[config.mk]
export PLATFORM = sky130hd
export DESIGN_NAME = credit_sender_flat
export DESIGN_NICKNAME = d
export VERILOG_FILES = /design/src/rtl/metro_mpi_pkg.sv /design/src/rtl/credit_sender_if.sv /design/src/rtl/credit_fifo.sv /design/src/rtl/credit_sender.sv /design/src/flat_wrapper.sv
export SDC_FILE = /design/constraint.sdc
export NUM_CORES = 1
export LEC_CHECK = 0
export CAP_MARGIN = 10
export CORE_MARGIN = 10
export CORE_UTILIZATION = 28
export CTS_CLUSTER_SIZE = 40
export DETAILED_ROUTE_END_ITERATION = 8
export SETUP_SLACK_MARGIN = 0.3
export SLEW_MARGIN = 20
export SYNTH_ARGS = -nofsm -noshare
export SYNTH_HDL_FRONTEND = slang
export SYNTH_SLANG_ARGS = --single-unit
[constraint.sdc]
create_clock -name clk_i -period 6.5 [get_ports clk_i]
set_input_delay 1.625 -clock clk_i [delete_from_list [all_inputs] [get_ports clk_i]]
set_output_delay 1.625 -clock clk_i [all_outputs]
set_load 0.01 [all_outputs]
[src/rtl/metro_mpi_pkg.sv]
// Shared definitions for the credit-based (valid/yummy) link: default
// widths and depths, a counter-width helper and the credit-count type
// used by both the sender and the receiver.
package metro_mpi_pkg;

   localparam int unsigned DATA_W_DEF      = 64;
   localparam int unsigned NUM_CREDITS_DEF = 4;
   localparam int unsigned FIFO_DEPTH_DEF  = 4;

   // Bits needed to hold every value from 0 up to and including max_val.
   function automatic int unsigned cnt_w(input int unsigned max_val);
      return $clog2(max_val + 1);
   endfunction

   localparam int unsigned CREDIT_W_DEF = cnt_w(NUM_CREDITS_DEF);

   // Credit count at the default link configuration.
   typedef logic [CREDIT_W_DEF-1:0] credit_cnt_t;

endpackage

[src/rtl/credit_sender_if.sv]
// Bundle of the sender's producer handshake, link outputs and status.
// Signal names keep the sender-relative _i/_o suffixes so they read the
// same inside the block and at the link boundary.
interface credit_sender_if #(
   parameter int unsigned NUM_CREDITS = metro_mpi_pkg::NUM_CREDITS_DEF,
   parameter int unsigned FIFO_DEPTH  = metro_mpi_pkg::FIFO_DEPTH_DEF,
   parameter int unsigned DATA_W      = metro_mpi_pkg::DATA_W_DEF
);

   localparam int unsigned CRED_W = metro_mpi_pkg::cnt_w(NUM_CREDITS);
   localparam int unsigned CNT_W  = metro_mpi_pkg::cnt_w(FIFO_DEPTH);

   // producer handshake
   logic              valid_i;
   logic [DATA_W-1:0] data_i;
   logic              ready_o;
   // link towards the receiver
   logic              valid_o;
   logic [DATA_W-1:0] data_o;
   logic              yummy_i;
   // status
   logic [CRED_W-1:0] credits_o;
   logic [CNT_W-1:0]  count_o;
   logic              overflow_o;

   // Environment side: producer plus far-end receiver.
   modport master (
      output valid_i, data_i, yummy_i,
      input  ready_o, valid_o, data_o, credits_o, count_o, overflow_o
   );

   // Sender side.
   modport slave (
      input  valid_i, data_i, yummy_i,
      output ready_o, valid_o, data_o, credits_o, count_o, overflow_o
   );

endinterface

[src/rtl/credit_fifo.sv]
// Single-clock synchronous FIFO buffering producer words until a credit
// allows them onto the link. The head word is visible combinationally.
module credit_fifo #(
   parameter  int unsigned DEPTH  = 4,
   parameter  int unsigned DATA_W = 64,
   localparam int unsigned PTR_W  = $clog2(DEPTH),
   localparam int unsigned CNT_W  = PTR_W + 1
) (
   input  logic              clk_i,
   input  logic              rstn_i,
   input  logic              push,
   input  logic              pop,
   input  logic [DATA_W-1:0] din,
   output logic [DATA_W-1:0] head,
   output logic              full,
   output logic              empty,
   output logic [CNT_W-1:0]  count
);

   localparam logic [CNT_W-1:0] FULL_CNT = CNT_W'(DEPTH);

   logic [DATA_W-1:0] mem [DEPTH];
   logic [PTR_W-1:0]  wr_ptr;
   logic [PTR_W-1:0]  rd_ptr;
   logic [CNT_W-1:0]  cnt_q;
   logic              do_push;
   logic              do_pop;

   assign full    = (cnt_q == FULL_CNT);
   assign empty   = (cnt_q == '0);
   assign count   = cnt_q;
   assign head    = mem[rd_ptr];
   assign do_push = push && !full;
   assign do_pop  = pop && !empty;

   // Pointer and occupancy bookkeeping; pointers wrap because DEPTH is a power of two.
   always_ff @(posedge clk_i or negedge rstn_i) begin
      // NOTE: sequential state uses <= so every flop samples pre-edge values.
      if (!rstn_i) begin
         wr_ptr <= '0;
         rd_ptr <= '0;
         cnt_q  <= '0;
      end else begin
         if (do_push) wr_ptr <= wr_ptr + PTR_W'(1);
         if (do_pop)  rd_ptr <= rd_ptr + PTR_W'(1);
         case ({do_push, do_pop})
            2'b10:   cnt_q <= cnt_q + CNT_W'(1);
            2'b01:   cnt_q <= cnt_q - CNT_W'(1);
            default: cnt_q <= cnt_q;
         endcase
      end
   end

   // Word storage written at the tail.
   always_ff @(posedge clk_i) begin
      // NOTE: storage has no reset; cleared pointers and count make stale entries unreachable.
      if (do_push) mem[wr_ptr] <= din;
   end

endmodule

[src/rtl/credit_sender.sv]
// Transmit end of the valid/yummy credit link. Buffers producer words,
// sends one per cycle while a credit is held, and takes back one credit
// per yummy pulse from the far-end receiver.
module credit_sender import metro_mpi_pkg::*; #(
   parameter int unsigned NUM_CREDITS = NUM_CREDITS_DEF,
   parameter int unsigned FIFO_DEPTH  = FIFO_DEPTH_DEF,
   parameter int unsigned DATA_W      = DATA_W_DEF
) (
   input  logic           clk_i,
   input  logic           rstn_i,
   credit_sender_if.slave bus
);

   localparam int unsigned      CRED_W   = cnt_w(NUM_CREDITS);
   localparam int unsigned      CNT_W    = cnt_w(FIFO_DEPTH);
   localparam logic [CRED_W-1:0] MAX_CRED = CRED_W'(NUM_CREDITS);

   logic              push;
   logic              send;
   logic              fifo_full;
   logic              fifo_empty;
   logic [DATA_W-1:0] head;
   logic [CNT_W-1:0]  fifo_count;

   logic [CRED_W-1:0] credits_q;
   logic [CRED_W-1:0] credits_d;
   logic              ovf_set;
   logic              overflow_q;
   logic              valid_q;
   logic [DATA_W-1:0] data_q;

   credit_fifo #(
      .DEPTH  (FIFO_DEPTH),
      .DATA_W (DATA_W)
   ) u_fifo (
      .clk_i  (clk_i),
      .rstn_i (rstn_i),
      .push   (push),
      .pop    (send),
      .din    (bus.data_i),
      .head   (head),
      .full   (fifo_full),
      .empty  (fifo_empty),
      .count  (fifo_count)
   );

   // ready depends only on registered occupancy, never on valid_i.
   assign push = bus.valid_i && !fifo_full;
   assign send = !fifo_empty && (credits_q != '0);

   assign bus.ready_o    = !fifo_full;
   assign bus.valid_o    = valid_q;
   assign bus.data_o     = data_q;
   assign bus.credits_o  = credits_q;
   assign bus.count_o    = fifo_count;
   assign bus.overflow_o = overflow_q;

   // Next credit count: spend one per send, regain one per yummy, saturate at the reset value.
   always_comb begin
      // NOTE: defaults first so no path leaves a signal unassigned and infers a latch.
      credits_d = credits_q;
      ovf_set   = 1'b0;
      case ({send, bus.yummy_i})
         2'b10: credits_d = credits_q - CRED_W'(1);
         2'b01: begin
            if (credits_q == MAX_CRED) ovf_set   = 1'b1;
            else                       credits_d = credits_q + CRED_W'(1);
         end
         default: credits_d = credits_q;
      endcase
   end

   // Credit counter, sticky overflow flag and the registered link output.
   always_ff @(posedge clk_i or negedge rstn_i) begin
      if (!rstn_i) begin
         credits_q  <= MAX_CRED;
         overflow_q <= 1'b0;
         valid_q    <= 1'b0;
         data_q     <= '0;
      end else begin
         credits_q <= credits_d;
         if (ovf_set) overflow_q <= 1'b1;
         valid_q <= send;
         if (send) data_q <= head;
      end
   end

endmodule

[src/flat_wrapper.sv]
// flat-port wrapper written by rule: the top's interface ports become plain ports
module credit_sender_flat import metro_mpi_pkg::*;
#(
   parameter int unsigned NUM_CREDITS = NUM_CREDITS_DEF,
   parameter int unsigned FIFO_DEPTH  = FIFO_DEPTH_DEF,
   parameter int unsigned DATA_W      = DATA_W_DEF
)
  (clk_i, rstn_i, bus_valid_i, bus_data_i, bus_yummy_i, bus_ready_o, bus_valid_o, bus_data_o, bus_credits_o, bus_count_o, bus_overflow_o);
  credit_sender_if #(.NUM_CREDITS(NUM_CREDITS), .FIFO_DEPTH(FIFO_DEPTH), .DATA_W(DATA_W)) bus_i ();
  input  logic clk_i;
  input  logic rstn_i;
  input wire logic [$bits(bus_i.valid_i)-1:0] bus_valid_i;
  input wire logic [$bits(bus_i.data_i)-1:0] bus_data_i;
  input wire logic [$bits(bus_i.yummy_i)-1:0] bus_yummy_i;
  output wire logic [$bits(bus_i.ready_o)-1:0] bus_ready_o;
  output wire logic [$bits(bus_i.valid_o)-1:0] bus_valid_o;
  output wire logic [$bits(bus_i.data_o)-1:0] bus_data_o;
  output wire logic [$bits(bus_i.credits_o)-1:0] bus_credits_o;
  output wire logic [$bits(bus_i.count_o)-1:0] bus_count_o;
  output wire logic [$bits(bus_i.overflow_o)-1:0] bus_overflow_o;
  assign bus_i.valid_i = bus_valid_i;
  assign bus_i.data_i = bus_data_i;
  assign bus_i.yummy_i = bus_yummy_i;
  assign bus_ready_o = bus_i.ready_o;
  assign bus_valid_o = bus_i.valid_o;
  assign bus_data_o = bus_i.data_o;
  assign bus_credits_o = bus_i.credits_o;
  assign bus_count_o = bus_i.count_o;
  assign bus_overflow_o = bus_i.overflow_o;
  credit_sender #(.NUM_CREDITS(NUM_CREDITS), .FIFO_DEPTH(FIFO_DEPTH), .DATA_W(DATA_W)) u_core (.clk_i(clk_i), .rstn_i(rstn_i), .bus(bus_i));
endmodule
Word level (Yosys, flattened, before mapping)
Memories as Yosys holds them, arrays and structs flattened. A register that Yosys moved wholly into a read port is not among the register bits. Cells that the tools add are included.

Memories kept: 1. Flip-flop bits (word level): 12. Memory bits (writable): 256. Word-level logic and storage cells: 39. Output and inout port bits: 73. Input bits: 68.

Memories: u_core.u_fifo.mem (depth 4, bits a word 64, rd ports 1, clocked after Yosys merged registers in 1, wr ports 1, line credit_fifo.sv:22) `logic [DATA_W-1:0] mem [DEPTH];`.

Muxes and demuxes: 7. Eq/ne operators: 7. Reduce and logical (&&, ||, !) cells: 12. Add/subtract/negate cells: 6.

Operators with widths (number): 3-bit case mux with 2 select lines (2); 3-bit by 1-bit adder with 3-bit output, second input constant (2); 3-bit equality test, second input constant (2); 3-bit by 1-bit subtractor with 3-bit output, second input constant (2); 2-bit by 1-bit adder with 2-bit output, second input constant (2); 2-bit by 1-bit equality test with 1-bit output, second input constant (2); 2-bit equality test, second input constant (2); 1-bit logical AND (4); 1-bit 2-to-1 mux (4); 2-bit nonzero test (2); 1-bit logical NOT (3); 3-bit logical NOT (1); 3-bit 2-to-1 mux (1); 3-bit nonzero test (1); 2-bit inequality test, second input constant (1); 2-bit AND reduction (1).

Logic depth before layout (Yosys ltp)
Gate-level depths: netlist of run 1.

Word-level depth: 6. Depth in mapped cells: 10. Gate-level depth less buffers: 10.

Hierarchy
Synthesis of run 1 repeated with hierarchy kept, for this count alone.

Cell total of the unflattened synthesis: 542. Area total of the unflattened synthesis: 12584.6 um^2.

Modules (own cells, without submodules): credit_fifo (cells each 371, sequential area each 7862.5 um^2, area each 9655.5 um^2, times used 1); credit_sender (cells each 171, sequential area each 1727.9 um^2, area each 2929.1 um^2, times used 1).

Worst setup path before layout of run 1
OpenSTA, ideal clock, no wires.

Path kind: input to register. Start point: input bus_valid_i. End point: memory u_core.u_fifo.mem[0][0], enable pin. Stages: 1. Data arrival time: 3170 ps. Setup time: 429 ps. Slack: 2901 ps. Data required time: 6071 ps. Buffers on the path: 0. Cells stage by stage: and3_1.

Longest elaborated chain between the ends: 4.

Ends and longest elaborated chain: start, declared (line flat_wrapper.sv:12) `input wire logic [$bits(bus_i.valid_i)-1:0] bus_valid_i;`; 1-bit logical AND (line credit_sender.sv:48) `assign push = bus.valid_i && !fifo_full;`; 1-bit logical AND (line credit_fifo.sv:33) `assign do_push = push && !full;`; 1-bit 2-to-1 mux (line credit_fifo.sv:57) `if (do_push) mem[wr_ptr] <= din;`; 1-bit 2-to-1 mux (implied by the code) (line credit_fifo.sv:57); end, declared (line credit_fifo.sv:22).

Every way passes these cells.

Worst setup path in the final report of run 1
Start point: register u_core.u_fifo.cnt_q[0] (netlist: u_core.u_fifo.count[0]). End point: output bus_ready_o.

Longest elaborated chain between the ends: 2.

Ends and longest elaborated chain: start, declared (line credit_fifo.sv:25) `logic [CNT_W-1:0] cnt_q;`; start signal, assigned (line credit_fifo.sv:47) `2'b10: cnt_q <= cnt_q + CNT_W'(1);`; start signal, assigned (line credit_fifo.sv:48) `2'b01: cnt_q <= cnt_q - CNT_W'(1);`; start signal, assigned (line credit_fifo.sv:49) `default: cnt_q <= cnt_q;`; 3-bit equality test (line credit_fifo.sv:29) `assign full = (cnt_q == FULL_CNT);`; 1-bit logical NOT (line credit_sender.sv:51) `assign bus.ready_o = !fifo_full;`; end, declared (line flat_wrapper.sv:15) `output wire logic [$bits(bus_i.ready_o)-1:0] bus_ready_o;`.

Every way passes these cells.

==> metrics.cfg, run 1 <==
[floorplan]
fp-row-count = 76
start_util = 0.285
die_area_um2 = 52800
core_um2 = 43300
die_h_um = 230
top_level_ports = 141
die_w_um = 230

[synthesis]
synthesis.area_um2 = 12300
synth-simple-area-share = 0.00986
synth_top_family_by_area = multiplexers
synthTopCellsByCount = edfxtp_1, dfrtp_1, mux2_2
ys_ff_latch = 332
ys_top_cells_by_area = edfxtp_1, dfrtp_1, mux4_2, mux2_2, buf_6
synth_edf_count = 256
ys_warn_count = 0
ys_seq_area_frac = 0.779
synth_compound_area_frac = 0.00579
synth_xor_area_frac = 0.00498
syn_nets = 610
yosys.area.top_type = edfxtp_1
synth_top_area_frac = 0.624
ys_types = 31
async_flop_share = 0.229
synth_most_common_cell = edfxtp_1
avgSynthCellArea_um2 = 23.0
ys.flop_type = edfxtp_1
muxShareOfSynthArea = 0.177
syn-instance-count = 535
synthAdderAreaFrac = 0.00833

[setup_path]
cp.depth = 3
worstReg2RegStart = u_core.bus.credits_o[2]$_DFFE_PN1P_
crit_start = u_core.u_fifo.count[0]$_DFFE_PN0P_
ff2ff_path_depth = 9
r2r_setup_slack_ns = 3.71
cp_top_family = buffers and inverters
cp_max_fo = 6
endpoint = bus_ready_o
critical_path_class = reg2out
cp-start-kind = flop
crit_buf_inv = 2
critPathSlowestCell = clkdlybuf4s50_1
critPathMaxStageDelay_ns = 0.59
crit-reg2reg-capture = u_core.u_fifo.count[2]$_DFFE_PN0P_
cp_cell_sequence = inv_1 -> nand3_1 -> clkdlybuf4s50_1
worstPathRequired_ns = 4.88
arrival_ns = 1.92
end_kind = output port

[place]
hpwl_mm = 14.3
port_buffers = 140
dp.cells = 1241
gp_congestion = 0.666

[power_and_ir_drop]
p_seq_frac = 0.421
p_leak_uw = 0.00532
ir_drop_mv = 0.221
p_sw_uw = 2150
p_sw_frac = 0.277
p_int_uw = 5630
powerDensity_nw_per_um2 = 495
clkPwrFrac = 0.285
p_comb_frac = 0.294

[clock_tree]
clock-sinks = 332
postCtsSetupBuffers = 0
cts_resized = 0
worstSkewPairLatency_ns = 0.53
cts_inserted_buffers = 39
cts-root-buf = clkbuf_16
ctsHoldBuffers = 0
cts_tree = built
clk_pin_slew_ns = 0.05
cts_max_path_buffers = 3
htreeDepth = 2

[drt]
drt-initial-drc-count = 271
dr.pass1.iters = 4
via_per_inst = 4.28
drc = 0
postRouteWirelength_mm = 24.9
final_antenna_net_count = 0
num_vias = 5619
wl_per_cell_um = 18.9

[sta]
grt_setup_unrepaired = no
skew_ns = 0.0116
finalSetupTns_ns = 0
tightest_slew_ns = 1.07
fin_crit_sh = 0.545
fin_crit_ns = 3.54
slew_headroom = 0.289
max_freq_mhz = 282
setup-violations-final = 0
maxSlewViolCount = 0
hold_viol_final = 0

[cells_and_area]
multiInputGateArea_um2 = 2570
layoutNonFillerInstCount = 1314
layout-drive-gt1-share = 0.283
num-fill-cells = 3993
final-seq-area_um2 = 9600
area_delta_synth_final_pct = 27.7
n_antenna_cell = 0
layout.nets = 774

[global_route]
grt_overflow = 0
grt_max_degree = 69
antenna_found_initial = 4
grt_pass1_wl_mm = 38.4
grtUsageTotal = 0.0950
grt_pass1_vias = 6278

[run]
drv_cap = 0

[hold_path]
hold_path.class = reg2reg

[status]
status = completed

-- kinds of logic (layout without fill, tap and decap cells) --
family                   Yosys count  in the layout
AO/OA/AOI/OAI                     10             10
XOR/XNOR                           7              7
adder cells (fa/ha/maj)            7              7
buffers and inverters             28            222
flip-flops                       332            332
multiplexers                     130            130
AND/OR/NAND/NOR                   21             21
-- sequential cells by signal, indices dropped and copies added (netlist names) --
name                   count
u_core.bus.credits_o       3
u_core.bus.data_o         64
u_core.bus.overflow_o      1
u_core.bus.valid_o         1
u_core.u_fifo.count        3
u_core.u_fifo.mem        256
u_core.u_fifo.rd_ptr       2
u_core.u_fifo.wr_ptr       2
-- worst register-to-register path, cell delays in order, from the launching register on --
cell and delay (ns):
dfstp_2 0.58, nor3_1 0.10, nor2_4 0.08, buf_4 0.76
ha_1 0.34, inv_1 0.07, fa_1 0.38, xor2_1 0.15
nor2_1 0.11, xor2_1 0.15
-- area by class of cell --
class | count | area share
clock buffers | 57 | 0.0743
repair buffers | 145 | 0.0934
clock inverters | 14 | 0.0104
flip-flops and latches | 332 | 0.611
well taps | 585 | 0.0466
inverters | 6 | 0.00143
multi-input cells | 175 | 0.163
-- per-stage QoR --
step / area, um^2 / setup WS [ns] / hold WS, ns / power (uW) / util
2_1_floorplan: 12300 / 2.90 / 0.503 / 4740 / -
3_3_place_gp: 14300 / 2.93 / 0.462 / 5630 / 0.331
3_5_place_dp: 14300 / 2.90 / 0.458 / 5690 / 0.331
4_1_cts: 15700 / 2.89 / 0.476 / 7950 / 0.362
5_1_grt: 15700 / 2.83 / 0.491 / 8230 / 0.363
6_report: 15700 / 2.96 / 0.472 / 7780 / 0.363
-- worst min-delay path by stage --
| stage | end | slack [ns] | startpoint | cells after the start |
|---|---|---|---|---|
| floorplan | u_core.bus.overflow_o$_DFFE_PN0P_ | 0.50 | u_core.bus.overflow_o$_DFFE_PN0P_ | 1 |
| global placement | u_core.bus.overflow_o$_DFFE_PN0P_ | 0.46 | u_core.bus.overflow_o$_DFFE_PN0P_ | 1 |
| detailed placement | u_core.bus.overflow_o$_DFFE_PN0P_ | 0.46 | u_core.bus.overflow_o$_DFFE_PN0P_ | 1 |
| CTS | u_core.bus.overflow_o$_DFFE_PN0P_ | 0.48 | u_core.bus.overflow_o$_DFFE_PN0P_ | 1 |
| global route | u_core.bus.overflow_o$_DFFE_PN0P_ | 0.49 | u_core.bus.overflow_o$_DFFE_PN0P_ | 1 |
| finish | u_core.bus.overflow_o$_DFFE_PN0P_ | 0.47 | u_core.bus.overflow_o$_DFFE_PN0P_ | 1 |
-- metal layers --
metal  global-route usage  wire, um  vias up
li1                     -         -     2518
met1                0.113     10300     2908
met2                0.159     12400      133
met3               0.0287      1450       52
met4               0.0382       663        8
met5                    0        67        -
-- placed cells by master, fill, tap and decap left out, types with 4 or more instances in the layout --
master and count:
ha_1 5, nor2_1 4, dfrtp_1 73, buf_4 4, xor2_1 4, and3_4 4
clkbuf_16 42, mux2_2 65, mux4_2 64, edfxtp_1 256, inv_1 6, clkbuf_1 9
clkinv_2 6, clkdlybuf4s50_1 139, clkbuf_8 6
-- power groups by stage --
stage	clock (uW)	sequential, uW	combinational (uW)
floorplan	0	3260	1480
global placement	0	3320	2310
detailed placement	0	3350	2350
CTS	2290	3310	2360
global route	2370	3360	2500
finish	2210	3270	2290
(Power assumes the default switching activity.)
==> run 2: changes to the inputs <==
- clock period: 6.5 -> 2.9 ns (I/O delays scaled with it)
==> run 2 against run 1 <==
  * Setup slack lost 2.5 ns
  * Register-to-register slack worse by 3.0 ns
  * First-iteration DRC count grew 24%
  * Cell area grew 1.1%
  * Highest routed layer unchanged
  * Sequential share of layout area decreased by 0.64 points
==> metrics.cfg, run 2 (synthesis results as in run 1) <==
[status]
status = completed

[sta]
hold_viol_final = 0  ; unchanged
maxSlewViolCount = 0  ; unchanged
tightest_slew_ns = 0.495  ; -0.571 ns
setup-violations-final = 0  ; unchanged
fin_crit_sh = 0.825
finalSetupTns_ns = 0  ; unchanged
fin_crit_ns = 2.39
slew_headroom = 0.670  ; +0.381
grt_setup_unrepaired = no
fin_ws_ns = 0.506  ; -2.45 ns
max_freq_mhz = 418
skew_ns = 0.0143  ; +0.00261 ns

[global_route]
grt_pass1_vias = 6352  ; +1.2%
grtUsageTotal = 0.101  ; +0.00603
grt_max_degree = 68  ; -1.4%
grt_overflow = 0  ; unchanged
antenna_found_initial = 1  ; -3
grt_pass1_wl_mm = 40.5  ; +5.5%

[clock_tree]
postCtsSetupBuffers = 0  ; unchanged
cts_max_path_buffers = 3  ; unchanged
cts_resized = 1  ; +1
clock-sinks = 332  ; unchanged
cts-root-buf = clkbuf_16
cts_tree = built
cts_inserted_buffers = 38  ; -2.6%
clk_pin_slew_ns = 0.06  ; about the same
htreeDepth = 2  ; unchanged
ctsHoldBuffers = 0  ; unchanged
worstSkewPairLatency_ns = 0.55  ; +0.02 ns

[setup_path]
end_kind = output port
ff2ff_path_depth = 6  ; -3
critPathMaxStageDelay_ns = 0.58  ; about the same
crit_buf_inv = 1  ; -1
cp-start-kind = flop
worstReg2RegStart = u_core.bus.credits_o[1]$_DFFE_PN0P_
crit-reg2reg-capture = u_core.bus.credits_o[2]$_DFFE_PN1P_
critPathSlowestCell = dfstp_2
arrival_ns = 1.67  ; -0.25 ns
critical_path_class = reg2out
cp.depth = 1  ; -2
cp_top_family = flip-flops
r2r_setup_slack_ns = 0.67  ; -3.04 ns
worstPathRequired_ns = 2.17  ; -2.71 ns
cp_cell_sequence = clkdlybuf4s50_1
cp_max_fo = 6  ; unchanged

[floorplan]
fp-row-count = 76  ; unchanged
die_area_um2 = 52800  ; unchanged
die_h_um = 230  ; unchanged
core_um2 = 43300  ; unchanged
die_w_um = 230  ; unchanged
top_level_ports = 141  ; unchanged
start_util = 0.285  ; unchanged

[drt]
wl_per_cell_um = 19.9  ; +5.1%
via_per_inst = 4.35  ; +1.6%
final_antenna_net_count = 0  ; unchanged
num_vias = 5789  ; +3.0%
drt-initial-drc-count = 335  ; +24%
dr.pass1.iters = 4  ; unchanged
drc = 0  ; unchanged
postRouteWirelength_mm = 26.5  ; +6.5%

[place]
hpwl_mm = 16.6  ; +16%
port_buffers = 140  ; unchanged
dpl_cell_area_um2 = 14700  ; +2.4%
dp_slack_ns = 0.308  ; -2.59 ns
gp_congestion = 0.669  ; +0.45%

[cells_and_area]
top_register = u_core.u_fifo.mem
final-seq-area_um2 = 9600  ; unchanged
multiInputGateArea_um2 = 2570  ; unchanged
layout_common_cells = edfxtp_1, clkdlybuf4s50_1, dfrtp_1, mux2_2, mux4_2
post-route-util = 0.367  ; +0.00387
n_antenna_cell = 0  ; unchanged
largest_reg_flops = 256  ; unchanged
num-fill-cells = 3966  ; -0.68%
layout.nets = 792  ; +2.3%
layout_commonest_cell = edfxtp_1
layout-drive-gt1-share = 0.297  ; +0.0146
area_delta_synth_final_pct = 29.0
postLayoutCellArea_um2 = 15900  ; +1.1%

[power_and_ir_drop]
clkPwrFrac = 0.262  ; -0.023
power_uw = 17400  ; +120%
p_seq_frac = 0.408  ; -0.013
p_int_uw = 12400  ; +120%
p_sw_frac = 0.289  ; +0.0127
ir_drop_mv = 0.612  ; +180%
powerDensity_nw_per_um2 = 1100  ; +120%
p_leak_uw = 0.00540  ; +1.4%
p_sw_uw = 5040  ; +130%
p_comb_frac = 0.330  ; +0.036

[run]
drv_cap = 0  ; unchanged

[hold_path]
hold_path.class = in2async

## run 2: stage by stage
step	cells	hold WS, ns
after detailed placement	1262	0.467
after floorplan	535	0.429
after CTS	1332	0.139
final	1332	0.152
after global placement	1262	0.468
after global routing	1332	0.169
## run 2: worst register-to-register path, delay by kind of cell, from the launching register on
kind	cells	cell delay [ns]
AO/OA/AOI/OAI	3	0.45
flip-flops	1	0.46
adder cells (fa/ha/maj)	1	0.42
AND/OR/NAND/NOR	2	0.81
## run 2: how the worst max path moves through the flow
stage / from / endpoint / slack (ns)
floorplan: bus_yummy_i / u_core.bus.credits_o[2]$_DFFE_PN1P_ / 0.68
global placement: bus_valid_i / u_core.u_fifo.count[2]$_DFFE_PN0P_ / 0.30
detailed placement: bus_valid_i / u_core.u_fifo.count[2]$_DFFE_PN0P_ / 0.31
CTS: u_core.u_fifo.count[0]$_DFFE_PN0P_ / bus_ready_o / 0.45
global route: u_core.u_fifo.count[1]$_DFFE_PN0P_ / bus_ready_o / 0.40
finish: u_core.bus.credits_o[2]$_DFFE_PN1P_ / bus_credits_o[2] / 0.51
## run 2: power groups by stage
stage | Combinational [uW] | Sequential, uW | Clock (uW)
2_1_floorplan | 3310 | 7280 | 0
3_3_place_gp | 5880 | 7170 | 0
3_5_place_dp | 5930 | 7230 | 0
4_1_cts | 5950 | 7150 | 4750
5_1_grt | 6240 | 7270 | 4920
6_report | 5740 | 7110 | 4570
## run 2: final cells by class
| cell class | instances | area share |
|---|---|---|
| Clock inverter | 19 | 0.0109 |
| Timing Repair Buffer | 164 | 0.111 |
| Inverter | 6 | 0.00142 |
| Multi-Input combinational cell | 175 | 0.162 |
| Clock buffer | 51 | 0.0648 |
| Tap cell | 585 | 0.0461 |
| Sequential cell | 332 | 0.604 |
## run 2: layer usage
layer,global-route usage,part of all wire,vias up
met3,0.0310,0.062,41
met5,0,0.00026,-
met1,0.129,0.45,3043
met2,0.159,0.47,145
li1,-,-,2558
met4,0.0378,0.021,2
==> run 3: changes to the inputs <==
- clock period: 2.9 -> 2.4 ns (I/O delays scaled with it)
==> run 3 against run 2 <==
  * Setup slack lost 0.14 ns
  * Sequential cell count is the same
  * Via count shrank 0.62%
  * Core utilization is essentially flat
  * Combinational power grew 18%
  * Cell area grew 0.12%
  * Routed wire length is essentially flat
  * Critical path type unchanged
  * Critical endpoint is now bus_data_o[61]
==> metrics.cfg, run 3 (synthesis results as in run 1) <==
[status]
status = completed

[global_route]
grt_pass1_vias = 6422  ; +1.1%
antenna_found_initial = 3  ; +2
grtUsageTotal = 0.101  ; about the same
grt_pass1_wl_mm = 40.5  ; -0.14%
grt_max_degree = 68  ; unchanged
grt_overflow = 0  ; unchanged

[sta]
slew_headroom = 0.700  ; +0.0304
hold_viol_final = 0  ; unchanged
whs_ns = 0.499  ; +0.347 ns
maxSlewViolCount = 0  ; unchanged
tightest_slew_ns = 0.449  ; -0.0456 ns
max_freq_mhz = 491
fin_crit_ns = 2.04
setup-violations-final = 0  ; unchanged
finalSetupTns_ns = 0  ; unchanged
grt_setup_unrepaired = no
fin_crit_sh = 0.849
skew_ns = 0.0143  ; +0.0000582 ns

[clock_tree]
cts-root-buf = clkbuf_16
cts_max_path_buffers = 3  ; unchanged
clock-sinks = 332  ; unchanged
worstSkewPairLatency_ns = 0.53  ; -0.02 ns
cts_tree = built
clk_pin_slew_ns = 0.06  ; about the same
htreeDepth = 2  ; unchanged
cts_inserted_buffers = 38  ; unchanged

[power_and_ir_drop]
powerDensity_nw_per_um2 = 1330  ; +21%
p_leak_uw = 0.00548  ; +1.5%
ir_drop_mv = 0.745  ; +22%
power_uw = 21100  ; +21%

[setup_path]
critical_path_class = reg2out
cp.depth = 1  ; unchanged
critPathMaxStageDelay_ns = 0.55  ; -0.03 ns
critPathSlowestCell = clkdlybuf4s50_1
crit_start = u_core.bus.data_o[61]$_DFFE_PN0P_
cp_top_family = buffers and inverters
worstReg2RegStart = u_core.bus.credits_o[0]$_DFFE_PN0P_
ff2ff_path_depth = 6  ; unchanged
arrival_ns = 1.44  ; -0.23 ns
cp-start-kind = flop
end_kind = output port
cp_cell_sequence = clkdlybuf4s50_1
worstPathRequired_ns = 1.80  ; -0.37 ns
cp_max_fo = 2  ; -4
crit_buf_inv = 1  ; unchanged

[cells_and_area]
layout-drive-gt1-share = 0.309  ; +0.0120
final-seq-area_um2 = 9600  ; about the same
layout_commonest_cell = edfxtp_1
area_delta_synth_final_pct = 29.2
layout_common_cells = edfxtp_1, clkdlybuf4s50_1, dfrtp_1, mux2_2, mux4_2
largest_reg_flops = 256  ; unchanged
top_register = u_core.u_fifo.mem
layout.nets = 790  ; -0.25%
num-fill-cells = 4002  ; +0.91%
multiInputGateArea_um2 = 2610  ; +1.5%

[drt]
drt-initial-drc-count = 280  ; -16%
wl_per_cell_um = 19.9  ; +0.16%
dr.pass1.iters = 4  ; unchanged
via_per_inst = 4.33  ; -0.47%
num_vias = 5753  ; -0.62%
drc = 0  ; unchanged
postRouteWirelength_mm = 26.5  ; about the same
final_antenna_net_count = 0  ; unchanged

[run]
drv_cap = 0  ; unchanged

[floorplan]
die_area_um2 = 52800  ; unchanged
core_um2 = 43300  ; unchanged
start_util = 0.285  ; unchanged
die_h_um = 230  ; unchanged
die_w_um = 230  ; unchanged
top_level_ports = 141  ; unchanged
fp-row-count = 76  ; unchanged

[place]
gp_congestion = 0.694  ; +3.8%
port_buffers = 140  ; unchanged
hpwl_mm = 16.3  ; -2.1%

[hold_path]
hold_path.class = in2async

## run 3: cell count changes in the layout (fill, tap and decap cells not counted), sizes merged, moves of 4 or more
cell and delta:
clkbuf -6, clkdlybuf4s50 -26, clkinv +7, dlygate4sd2 +20, dlymetal6s2s +5, inv -4
## run 3: final cells by class
class,count,share of cell area
flip-flops and latches,332,0.604
multi-input cells,175,0.164
repair buffers,162,0.107
clock buffers,44,0.0632
well taps,585,0.0460
clock inverters,25,0.0149
inverters,6,0.00142
diodes,1,0.000157
## run 3: routing by layer
layer  vias to the layer above  global-route usage  wire length, um
met3                        41              0.0305             1600
met4                         4              0.0349              569
met1                      3018               0.124            11400
met5                         -                   0               34
li1                       2554                   -                -
met2                       136               0.166            12900
## run 3: final timing paths
check                                                      end  slack [ns]
max                                             bus_data_o[61]        0.36
max reg2reg                u_core.bus.credits_o[2]$_DFFE_PN1P_        0.39
max in group asynchronous   u_core.u_fifo.count[2]$_DFFE_PN0P_        1.29
min reg2reg                  u_core.bus.overflow_o$_DFFE_PN0P_        0.50
min in group clk_i           u_core.bus.overflow_o$_DFFE_PN0P_        0.50
min                          u_core.bus.data_o[23]$_DFFE_PN0P_        0.50
## run 3: power by group
group | internal [uW] | switching, uW
sequential | 7920 | 674
combinational | 3710 | 3090
clock | 3440 | 2270
total | 15100 | 6030
## run 3: what timing repair did
action / 4_1_cts / 5_1_grt
cloned: 0 / 0
gates resized for setup: 26 / 11
setup endpoints to repair: 24 / 8
setup buffers: 1 / 0
pin swaps: 1 / 0
hold buffers: 1 / 0
endpoints found under the hold margin: 17 / 0
## run 3: worst reg2reg max path, stage by stage, from the launching register on
cell and delay, ns:
dfrtp_2 0.47, nor3_4 0.26, o21ai_0 0.13, fa_1 0.42, or3_1 0.38, a32oi_1 0.18
o21ai_0 0.10
## run 3: through the flow
step	setup slack, ns	std cells	cell area, um^2	utilization
floorplan	0.285	535	12300	-
global route	0.303	1329	15900	0.368
global placement	0.0525	1258	14600	0.338
CTS	0.130	1329	15900	0.367
finish	0.362	1330	15900	0.368
detailed placement	0.0407	1258	14600	0.338
